`src/rtl/ula_pkg.sv`:
```
// Shared definitions for the 4-bit ALU and its display decoder.
// Opcodes, decoder states and seven-segment codes (active-high {g..a}).
package ula_pkg;

    localparam logic [3:0] OP_SOMA = 4'b0000;
    localparam logic [3:0] OP_SUB  = 4'b0001;
    localparam logic [3:0] OP_MUL  = 4'b0010;
    localparam logic [3:0] OP_DIV  = 4'b0011;

    typedef enum logic {
        IDLE = 1'b0,
        CONV = 1'b1
    } estado_t;

    localparam int unsigned N_ITER = 8;

    localparam logic [6:0] SEG_0       = 7'h3F;
    localparam logic [6:0] SEG_1       = 7'h06;
    localparam logic [6:0] SEG_2       = 7'h5B;
    localparam logic [6:0] SEG_3       = 7'h4F;
    localparam logic [6:0] SEG_4       = 7'h66;
    localparam logic [6:0] SEG_5       = 7'h6D;
    localparam logic [6:0] SEG_6       = 7'h7D;
    localparam logic [6:0] SEG_7       = 7'h07;
    localparam logic [6:0] SEG_8       = 7'h7F;
    localparam logic [6:0] SEG_9       = 7'h6F;
    localparam logic [6:0] SEG_MENOS   = 7'h40;
    localparam logic [6:0] SEG_APAGADO = 7'h00;

    // Active-high segment pattern for one BCD digit; non-decimal codes go dark.
    function automatic logic [6:0] seg_digito(input logic [3:0] d);
        logic [6:0] s;
        s = SEG_APAGADO;
        case (d)
            4'd0: s = SEG_0;
            4'd1: s = SEG_1;
            4'd2: s = SEG_2;
            4'd3: s = SEG_3;
            4'd4: s = SEG_4;
            4'd5: s = SEG_5;
            4'd6: s = SEG_6;
            4'd7: s = SEG_7;
            4'd8: s = SEG_8;
            4'd9: s = SEG_9;
            default: s = SEG_APAGADO;
        endcase
        return s;
    endfunction

    // Double-dabble correction: a nibble of 5 or more gets 3 added before the shift.
    function automatic logic [3:0] ajusta(input logic [3:0] n);
        return (n >= 4'd5) ? n + 4'd3 : n;
    endfunction

endpackage

```
`src/rtl/ula_display_bcd_7seg.sv`:
```
// Nibble to seven-segment encoder with blanking input.
// Polarity is chosen per instance.
import ula_pkg::*;

module bcd_7seg #(
    parameter bit ATIVO_BAIXO = 1'b1
) (
    input  logic [3:0] digito,
    input  logic       apagar,
    output logic [6:0] seg
);

    logic [6:0] ativo;

    // Select the digit pattern or blank, then apply output polarity.
    always_comb begin
        ativo = apagar ? SEG_APAGADO : seg_digito(digito);
        seg   = ATIVO_BAIXO ? ~ativo : ativo;
    end

endmodule

```
`src/rtl/ula_display.sv`:
```
// ALU result decoder: captures saida/switchs, converts to sign + 3 BCD
// digits by 8 double-dabble iterations and drives four 7-segment digits.
import ula_pkg::*;

module ula_display #(
    parameter bit HEX_ATIVO_BAIXO = 1'b1
) (
    input  logic        clk,
    input  logic        rst_n,
    input  logic        valido,
    output logic        pronto,
    input  logic [3:0]  switchs,
    input  logic [7:0]  saida,
    output logic        feito,
    output logic        sinal,
    output logic [11:0] bcd,
    output logic [6:0]  hex3,
    output logic [6:0]  hex2,
    output logic [6:0]  hex1,
    output logic [6:0]  hex0
);

    localparam logic [6:0] HEX_APAGADO =
        HEX_ATIVO_BAIXO ? ~SEG_APAGADO : SEG_APAGADO;
    localparam logic [6:0] HEX_MENOS =
        HEX_ATIVO_BAIXO ? ~SEG_MENOS : SEG_MENOS;

    estado_t     estado;
    estado_t     prox;
    logic        aceita;
    logic        ultimo;

    logic [2:0]  cnt;
    logic [7:0]  mag;
    logic [11:0] rasc;
    logic        neg;

    logic        neg_in;
    logic [7:0]  mag_in;
    logic [11:0] rasc_aj;
    logic [11:0] rasc_prox;
    logic [7:0]  mag_prox;

    logic        apaga2;
    logic        apaga1;
    logic [6:0]  seg2;
    logic [6:0]  seg1;
    logic [6:0]  seg0;

    // State register.
    always_ff @(posedge clk or negedge rst_n) begin
        if (!rst_n) begin
            estado <= IDLE;
        end else begin
            estado <= prox;
        end
    end

    // Next state: accept in IDLE, leave CONV after the eighth iteration.
    always_comb begin
        prox   = estado;
        aceita = 1'b0;
        ultimo = 1'b0;
        unique case (estado)
            IDLE: begin
                if (valido) begin
                    prox   = CONV;
                    aceita = 1'b1;
                end
            end
            CONV: begin
                if (cnt == 3'(N_ITER - 1)) begin
                    prox   = IDLE;
                    ultimo = 1'b1;
                end
            end
        endcase
    end

    // Magnitude and sign of the incoming result; 8'h80 maps to 128.
    always_comb begin
        neg_in = (switchs == OP_SUB) && saida[7];
        mag_in = neg_in ? (~saida + 8'd1) : saida;
    end

    // One double-dabble step: correct nibbles, then shift {bcd, mag} left.
    always_comb begin
        rasc_aj   = {ajusta(rasc[11:8]), ajusta(rasc[7:4]), ajusta(rasc[3:0])};
        rasc_prox = {rasc_aj[10:0], mag[7]};
        mag_prox  = {mag[6:0], 1'b0};
    end

    // Leading-zero blanking based on the final BCD value.
    always_comb begin
        apaga2 = (rasc_prox[11:8] == 4'd0);
        apaga1 = apaga2 && (rasc_prox[7:4] == 4'd0);
    end

    bcd_7seg #(.ATIVO_BAIXO(HEX_ATIVO_BAIXO)) u_seg2 (
        .digito (rasc_prox[11:8]),
        .apagar (apaga2),
        .seg    (seg2)
    );

    bcd_7seg #(.ATIVO_BAIXO(HEX_ATIVO_BAIXO)) u_seg1 (
        .digito (rasc_prox[7:4]),
        .apagar (apaga1),
        .seg    (seg1)
    );

    bcd_7seg #(.ATIVO_BAIXO(HEX_ATIVO_BAIXO)) u_seg0 (
        .digito (rasc_prox[3:0]),
        .apagar (1'b0),
        .seg    (seg0)
    );

    // Conversion datapath and registered display outputs.
    always_ff @(posedge clk or negedge rst_n) begin
        if (!rst_n) begin
            pronto <= 1'b1;
            feito  <= 1'b0;
            sinal  <= 1'b0;
            bcd    <= '0;
            hex3   <= HEX_APAGADO;
            hex2   <= HEX_APAGADO;
            hex1   <= HEX_APAGADO;
            hex0   <= HEX_APAGADO;
            cnt    <= '0;
            mag    <= '0;
            rasc   <= '0;
            neg    <= 1'b0;
        end else begin
            pronto <= (prox == IDLE);
            feito  <= 1'b0;
            if (aceita) begin
                mag  <= mag_in;
                neg  <= neg_in;
                rasc <= '0;
                cnt  <= '0;
            end else if (estado == CONV) begin
                rasc <= rasc_prox;
                mag  <= mag_prox;
                cnt  <= cnt + 3'd1;
                if (ultimo) begin
                    bcd   <= rasc_prox;
                    sinal <= neg;
                    hex3  <= neg ? HEX_MENOS : HEX_APAGADO;
                    hex2  <= seg2;
                    hex1  <= seg1;
                    hex0  <= seg0;
                    feito <= 1'b1;
                end
            end
        end
    end

endmodule

```
`config.mk`:
```
export PLATFORM = sky130hd
export DESIGN_NAME = ula_display
export DESIGN_NICKNAME = d
export VERILOG_FILES = /design/src/rtl/ula_pkg.sv /design/src/rtl/ula_display_bcd_7seg.sv /design/src/rtl/ula_display.sv
export SDC_FILE = /design/constraint.sdc
export NUM_CORES = 1
export LEC_CHECK = 0
export CORE_UTILIZATION = 49
export CTS_BUF_LIST = sky130_fd_sc_hd__clkbuf_16
export DETAILED_ROUTE_END_ITERATION = 12
export GPL_TIMING_DRIVEN = 1
export PLACE_DENSITY = 0.77
export SYNTH_ARGS = -nofsm -noshare
export SYNTH_HDL_FRONTEND = slang
export SYNTH_SLANG_ARGS = --single-unit
```
`constraint.sdc`:
```
create_clock -name clk -period 2.2 [get_ports clk]
set_clock_uncertainty 0.15 [all_clocks]
set_input_delay 0.44 -clock clk [delete_from_list [all_inputs] [get_ports clk]]
set_output_delay 0.44 -clock clk [all_outputs]
set_load 0.005 [all_outputs]
```
### Word-level counts from Yosys, hierarchy flattened

Memories as Yosys holds them, arrays and structs flattened.
Cells that the tools add are included.

* flip-flop bits (word level): 68
* memories kept: 3
* output and inout port bits: 43
* memory bits (read-only): 336
* word-level logic and storage cells: 61
* bits of input ports: 15

* bitwise logic cells: 7
* multiplexer cells: 22
* equality and inequality tests: 2
* add/subtract/negate cells: 5
* reduce and logical (&&, ||, !) cells: 6
* $lt $le $gt $ge: 3

Memory list
* (no name shown): depth 16, width 7, read ports 1, clocked after Yosys merged registers in 0, wr ports 0, line ula_pkg.sv:34 `case (d)`
* (no name shown): depth 16, width 7, read ports 1, clocked after Yosys merged registers in 0, wr ports 0, line ula_pkg.sv:34
* (no name shown): depth 16, width 7, read ports 1, clocked after Yosys merged registers in 0, wr ports 0, line ula_pkg.sv:34

Operators by type and width (number)
* $mux 12: 2
* $mux 8: 3
* $mux 7: 3
* $not 7->7: 3
* $ge 4x3->1 const B: 3
* $mux 3: 3
* $add 4x2->4 const B: 2
* $add 8x1->8 const B: 1
* $logic_not 4->1: 2
* $mux 1: 8
* $mux 4: 2
* $not 8->8: 1
* $eq 4x1->1 const B: 1
* $add 3x1->3 const B: 1
* $add 3x2->3 const B: 1
* $eq 3x3->1 const B: 1
* $not 1->1: 3
* $reduce_and 3->1: 1
* $logic_and 1x1->1: 2
* $pmux 1 s2: 1
* $reduce_bool 2->1: 1

### Logic depth before layout (Yosys ltp)

Gate-level depths: netlist of run 1.

* depth in word-level cells: 6
* mapped depth: 10
* depth with buffers taken out: 10

### Cells and area by module

From an unflattened synthesis of run 1, not the netlist that was laid out.

* cells, all modules: 366
* area, all modules: 3674.8 um^2

Modules (own cells, without submodules)
* ula_display: area an instance 3001.6 um^2, instances 1, seq. area each 1580.3 um^2, cells each 272
* bcd_7seg (u_seg1 ...): area an instance 226.5 um^2, instances 2, seq. area each 0.0 um^2, cells each 31
* bcd_7seg (u_seg0): area an instance 220.2 um^2, instances 1, seq. area each 0.0 um^2, cells each 32

### Least setup slack after synthesis of run 1

OpenSTA, ideal clock, no wires.

* kind: register to register
* from: reg rasc[0]
* to: reg hex1[3]
* setup time: 0.077 ns
* required time: 1.973 ns
* buffers on the path: 0
* period minus slack after synthesis: 2.304 ns
* cell stages (with the launch flop): 10
* arrival: 2.077 ns
* slack: -0.104 ns
* cell sequence: dfrtp_1 inv_1 ha_1 and2b_2 or3_4 and2_4 ha_1 a211oi_1 o21ai_0 a31oi_1

* longest elaborated chain between the ends: 6
* elaborated cells between the ends (all ways): 8
* those cells by class: add/sub (1); order compare (1); mux (2); bitwise (1); reduce/logical (2); memory (1)

RTL lines
* start: declaration: line ula_display.sv:35 `logic [11:0] rasc;`
* start signal: assignment: line ula_display.sv:141 `rasc <= rasc_prox;`
* $add 4x2->4 / $ge 4x3->1 (equally long branches): line ula_pkg.sv:52 `return (n >= 4'd5) ? n + 4'd3 : n;`
* $mux 4 *: line ula_pkg.sv:52
* branches (longest 2 deep; another with $mem_v2 16x7)
* $mux 7 *: line ula_display_bcd_7seg.sv:17 `ativo = apagar ? SEG_APAGADO : seg_digito(digito);`
* $not 7->7 *: line ula_display_bcd_7seg.sv:18 `seg = ATIVO_BAIXO ? ~ativo : ativo;`
* end signal: assignment: line ula_display.sv:149 `hex1 <= seg1;`
* end: declaration: line ula_display.sv:19 `output logic [6:0] hex1,`

Every way passes the cells marked *.
A chain may end at the register's enable or synchronous reset.

### Worst setup path in the final report of run 1

* from: reg rasc[1]
* to: reg hex1[3]

Same word-level chain as after synthesis.

==> results.yml, run 1 <==
sta:
  setup_ws_ns: -0.0187
  setup_viol: 2
  final-hold-violation-count: 0
  rsz0062_at_grt: "true"
  period_minus_slack_ns: 2.22
  drv_slew: 0
  fmax_mhz: 451
  finalCritPeriodShare: 1.01
critical_path:
  worstSetupEndpointType: "flop"
  worst_r2r_endpoint: "hex1[3]"
  required_ns: 2.30
  reg2reg_depth: 9
  rrSetupSlack_ns: -0.02
  crit_chain: "inv_2, ha_1, and2b_2, or3_4, and2_4, ha_4, a211oi_2, o21ai_1, a31oi_1"
  cp.arrival_ns: 2.32
  crit_type: "flop to flop"
  cp_max_fo: 5
  crit_slowest_cell: "dfrtp_1"
  critPathMaxStageDelay_ns: 0.38
  rr_startpoint: "rasc[1]"
  worstSetupStartpointType: "flop"
run_status:
  status: "complete, but fails checks"
  violations: "setup timing"
global_route:
  antenna_found_initial: 0
  grt_pass1_wl_mm: 13.5
  grtUsageTotal: 0.226
  grt_max_degree: 48
  overflow: 0
  grt_pass1_vias: 2986
clock_network:
  cts-buffers-inserted: 9
  tritoncts: "done"
  clk-insertion-delay-late_ns: 0.33
  cts_buffer_depth: 2
  cts.htree.levels: 3
  path_clk_slew_ns: 0.05
  clkSinkCount: 62
  cts-root-buf: "clkbuf_16"
flow_run:
  drv_cap: 0
worst_hold_path:
  holdCritPathClass: "input port to asynchronous set/reset pin"
logic_synthesis:
  synth_edf_count: 0
  ys.flop_type: "dfrtp_1"
  ys.warnings.count: 0
  synth_top_area_cell: "dfrtp_1"
  syn_inst: 384
  synth_top_area_frac: 0.270
  yosys_register_bits: 62
  synth.avg_cell_area_um2: 9.43
  synth_cell_types: 65
  synth-seq-area-share: 0.436
  synth.cell_area_um2: 3620
  synthTopCellsByArea: "dfrtp_1 (27%), dfstp_2 (17%), nand2_1 (6.6%), ha_1 (6.6%), o21ai_0 (5.7%)"
  async_flop_share: 1.00
final_layout:
  post-route-util: 0.699
  drive_above_1_share: 0.280
  final_common_cell: "nand2_1"
  nets: 511
  stdcell_count: 578
  syn_to_final_growth_pct: 34.9
  final_cell_mix: "nand2_1 (64), clkdlybuf4s50_1 (50), buf_4 (50)"
  num_antenna_cells: 0
placed_design:
  dp.cells: 551
  io_buffers: 51
  finalWeightedCongestion: 0.870
  place_hpwl_mm: 5.65
pwr:
  p_per_area_nw_per_um2: 1760
  totalPowerFinal_mw: 8.57
  p_leak_nw: 2.17
  vdd_drop_max_v: 0.000735
floorplanning:
  die_h_um: 88.0
  die_w_um: 88.0
  fp.dieArea_um2: 7740
  rows: 30
  io_pins: 58
  core_um2: 6980
  initial_utilization: 0.519
route:
  ant_nets: 0
  remaining_drc_errors: 0
  wire_per_inst_um: 14.0
  vias: 3140
  drtIter0Drc: 182
  drtPass1Iterations: 4
  viasPerCell: 5.43
  routed_wl_mm: 8.07
cells in the mapped netlist (8+ instances only):
cell	number
nor2_1	24
inv_1	17
o31ai_1	13
clkbuf_1	10
xnor2_1	8
buf_4	8
dfstp_2	23
a31oi_1	10
nand2_1	64
dfrtp_1	39
o21ai_0	41
ha_1	19
through the flow:
step	cell area [um^2]	hold WS [ns]	setup slack, ns	setup TNS [ns]
final	4880	0.303	-0.0187	-0.0373
after global routing	4880	0.301	-0.146	-0.464
after CTS	4750	0.297	-0.00531	-0.00531
after detailed placement	4460	0.109	-0.156	-0.376
after global placement	4460	0.107	-0.0626	-0.0665
after floorplan	3680	-0.00559	0.0124	0
routing by layer:
metal | vias up | share of wire | global-route usage
met5 | - | 0 | 0
met4 | 0 | 0.017 | 0.101
met3 | 13 | 0.052 | 0.0452
met2 | 86 | 0.46 | 0.358
met1 | 1506 | 0.47 | 0.301
li1 | 1535 | - | -
cell type report:
class                           instances  area, um^2
Timing Repair Buffer                  103         911
Clock buffer                            9         225
Sequential cell                        62        1580
Clock inverter                          7        33.8
Multi-Input combinational cell        283        1950
Fill cell                             550        2100
Inverter                               18        67.6
Tap cell                               96         120
how the worst max path moves through the flow:
stage,from,end,slack (ns),depth (start not counted)
floorplan,rasc[0],hex1[0],0.01,10
global placement,saida[1],mag[6],-0.06,8
detailed placement,saida[1],mag[6],-0.16,8
CTS,rasc[4],hex1[0],-0.005,9
global route,rasc[1],hex1[3],-0.15,9
finish,rasc[1],hex1[3],-0.02,9
worst max-delay path: cells and delay by family (launching register included):
| kind | cells | cell delay, ns |
|---|---|---|
| buffers and inverters | 1 | 0.09 |
| and+or+nand+nor | 3 | 0.76 |
| DFF | 1 | 0.38 |
| adders and majority gates | 2 | 0.39 |
| AOI/OAI and AO/OA | 3 | 0.37 |
report_power, final:
| group | switching (mW) | leakage, nW | internal, mW |
|---|---|---|---|
| clock | 0.477 | 0.135 | 0.741 |
| sequential | 0.387 | 0.738 | 1.80 |
| combinational | 2.54 | 1.30 | 2.63 |
cell families (layout without fill, tap and decap cells):
family	after synthesis	count (layout)	share of synthesized area
AND/OR/NAND/NOR	124	124	0.166
AO/OA/AOI/OAI	118	118	0.224
flip-flops	62	62	0.436
buffers and inverters	44	137	0.0646
adder cells (fa/ha/maj)	19	19	0.0657
XOR/XNOR	8	8	0.0194
multiplexers	8	8	0.0225
other	1	6	0.00104
sequential cells by signal, summed over array words and instances (netlist names):
name,cells
bcd,12
rasc,12
mag,8
hex0,7
hex1,7
hex2,7
cnt,3
estado,1
feito,1
hex3,1
neg,1
pronto,1
sinal,1
timing repair:
action / 4_1_cts / 5_1_grt
endpoints found under the hold margin: 3 / 0
setup endpoints to repair: 7 / 16
setup buffers: 0 / 10
resized for setup: 6 / 18
pin swaps: 1 / 13
hold buffers: 1 / 0
Note: power is estimated with default switching activity, not from simulation.
==> run 2: changes to the inputs <==
- GPL_ROUTABILITY_DRIVEN: default -> 0
==> run 2 against run 1 <==
The flow still finishes with violations (setup timing). Setup slack improved by 0.014 ns. Clock power about the same. Critical path depth unchanged. Sequential share of layout area decreased by 0.16 points. Routed wire length is 2.9% higher. Hold slack gained 0.019 ns. Flip-flop and latch count unchanged. Non-clock buffer count shrank 6. Fmax increased by 0.63%. Clock-buffer cell count stayed put. Power grew 1.6%. Combinational power grew 2%. Largest cell class unchanged. Largest power group unchanged.
==> results.yml, run 2 (synthesis results as in run 1) <==
pwr:
  p_int_mw: 5.19
  p_seq_frac: 0.252
  switching_share: 0.404
  p_leak_nw: 2.16
  p_sw_mw: 3.52
  pwr-share-clk: 0.142
  power_frac_comb: 0.607
  vdd_drop_max_v: 0.000756
  p_per_area_nw_per_um2: 1770
run_status:
  status: "complete, but fails checks"
  violations: "setup timing"
clock_network:
  cts-root-buf: "clkbuf_16"
  tritoncts: "done"
  path_clk_slew_ns: 0.05
  cts.htree.levels: 3
  cts_buffer_depth: 2
  cts-buffers-inserted: 9
  clkSinkCount: 62
  clk-insertion-delay-late_ns: 0.33
global_route:
  overflow: 0
  grtUsageTotal: 0.226
  antenna_found_initial: 0
  grt_max_degree: 48
  grt_pass1_vias: 2900
  grt_pass1_wl_mm: 13.3
critical_path:
  rrSetupSlack_ns: -0.005
  path_delay_family: "simple AND/OR/NAND/NOR gates"
  rr_startpoint: "rasc[1]"
  crit_top_cell: "ha_4"
  crit_slowest_cell: "dfrtp_1"
  cp.arrival_ns: 2.32
  cp_max_fo: 5
  critPathMaxStageDelay_ns: 0.39
  crit_chain: "inv_2, ha_4, and2b_2, or3_4, and2_4, ha_4, a211oi_2, o21ai_1, a31oi_1"
  worstSetupStartpointType: "flop"
  required_ns: 2.31
  worstSetupEndpointType: "flop"
  crit_buf_inv: 1
  reg2reg_depth: 9
  crit_type: "flop to flop"
  worst_r2r_endpoint: "hex1[3]"
worst_hold_path:
  hold_start: "hex2[6]"
  whs_endpoint: "hex2[6]"
  holdCritPathClass: "flop to flop"
  holdPathStages: 2
route:
  remaining_drc_errors: 0
  drtPass1Iterations: 4
  vias: 3140
  ant_nets: 0
  viasPerCell: 5.49
  routed_wl_mm: 8.30
  drtIter0Drc: 229
  wire_per_inst_um: 14.5
final_layout:
  top_regs: "bcd: 12 flops, rasc: 12 flops, mag: 8 flops"
  nets: 505
  final_cell_mix: "nand2_1 (64), clkdlybuf4s50_1 (50), buf_4 (43)"
  design_area_um2: 4910
  num_antenna_cells: 0
  final_common_cell: "nand2_1"
  syn_to_final_growth_pct: 35.7
  drive_above_1_share: 0.282
flow_run:
  drv_cap: 0
floorplanning:
  core_um2: 6980
  rows: 30
  fp.dieArea_um2: 7740
  die_w_um: 88.0
  initial_utilization: 0.519
  io_pins: 58
  die_h_um: 88.0
placed_design:
  io_buffers: 51
  place_area_um2: 4430
  place_hpwl_mm: 5.67
sta:
  setup_ws_ns: -0.00496
  tightest_slew_ns: 0.504
  max_slew_margin: 0.664
  drv_slew: 0
  rsz0062_at_grt: "true"
  period_minus_slack_ns: 2.20
  setup_viol: 1
  finalCritPeriodShare: 1.00
  fmax_mhz: 454
  fin_tns_setup_ns: -0.00496
  final-hold-violation-count: 0
## run 2: power groups by stage
stage	combinational, mW	sequential [mW]	clock, mW
global route	5.83	2.25	1.30
detailed placement	4.60	2.19	0
finish	5.28	2.19	1.23
CTS	4.76	2.18	1.26
floorplan	2.97	2.10	0
global placement	4.47	2.16	0
## run 2: area by class of cell
class | count | area (um^2)
Clock buffer | 9 | 225
Inverter | 18 | 67.6
Sequential cell | 62 | 1580
Fill cell | 551 | 2070
Tap cell | 96 | 120
Multi-Input combinational cell | 283 | 2000
Clock inverter | 7 | 35.0
Timing Repair Buffer | 97 | 878
## run 2: repair_timing
| action | 4_1_cts | 5_1_grt |
|---|---|---|
| endpoints found under the setup margin | 9 | 17 |
| hold endpoints to repair | 14 | 0 |
| hold buffers | 1 | 0 |
| cloned | 0 | 0 |
| buffers inserted | 2 | 7 |
| pin swaps | 3 | 14 |
| gates resized for setup | 8 | 21 |
## run 2: worst register-to-register path, cell delays in order, from the launching register on
cell and delay (ns):
dfrtp_1 0.39, inv_2 0.11, ha_4 0.14, and2b_2 0.23
or3_4 0.34, and2_4 0.18, ha_4 0.25, a211oi_2 0.14
o21ai_1 0.07, a31oi_1 0.14
## run 2: layer usage
metal	share of wire	up-vias	track usage
met4	0.018	0	0.103
met2	0.49	91	0.354
li1	-	1529	-
met5	0	-	0
met3	0.045	11	0.0471
met1	0.45	1509	0.300
## run 2: worst max path at each step
stage | start | end | depth (start not counted)
2_1_floorplan | rasc[0] | hex1[0] | 10
3_3_place_gp | saida[1] | mag[6] | 8
3_5_place_dp | saida[1] | mag[6] | 8
4_1_cts | rasc[0] | hex1[3] | 9
5_1_grt | rasc[1] | hex1[0] | 10
6_report | rasc[1] | hex1[3] | 9
## run 2: stage by stage
step	power (mW)	hold WS, ns	utilization	worst slack (ns)	instances
2_1_floorplan	5.08	-0.00559	-	0.0124	389
4_1_cts	8.20	0.324	0.680	-0.00533	565
6_report	8.71	0.322	0.704	-0.00496	572
5_1_grt	9.39	0.337	0.704	-0.143	572
3_5_place_dp	6.79	0.295	0.635	-0.114	546
3_3_place_gp	6.62	0.290	0.635	-0.0608	546
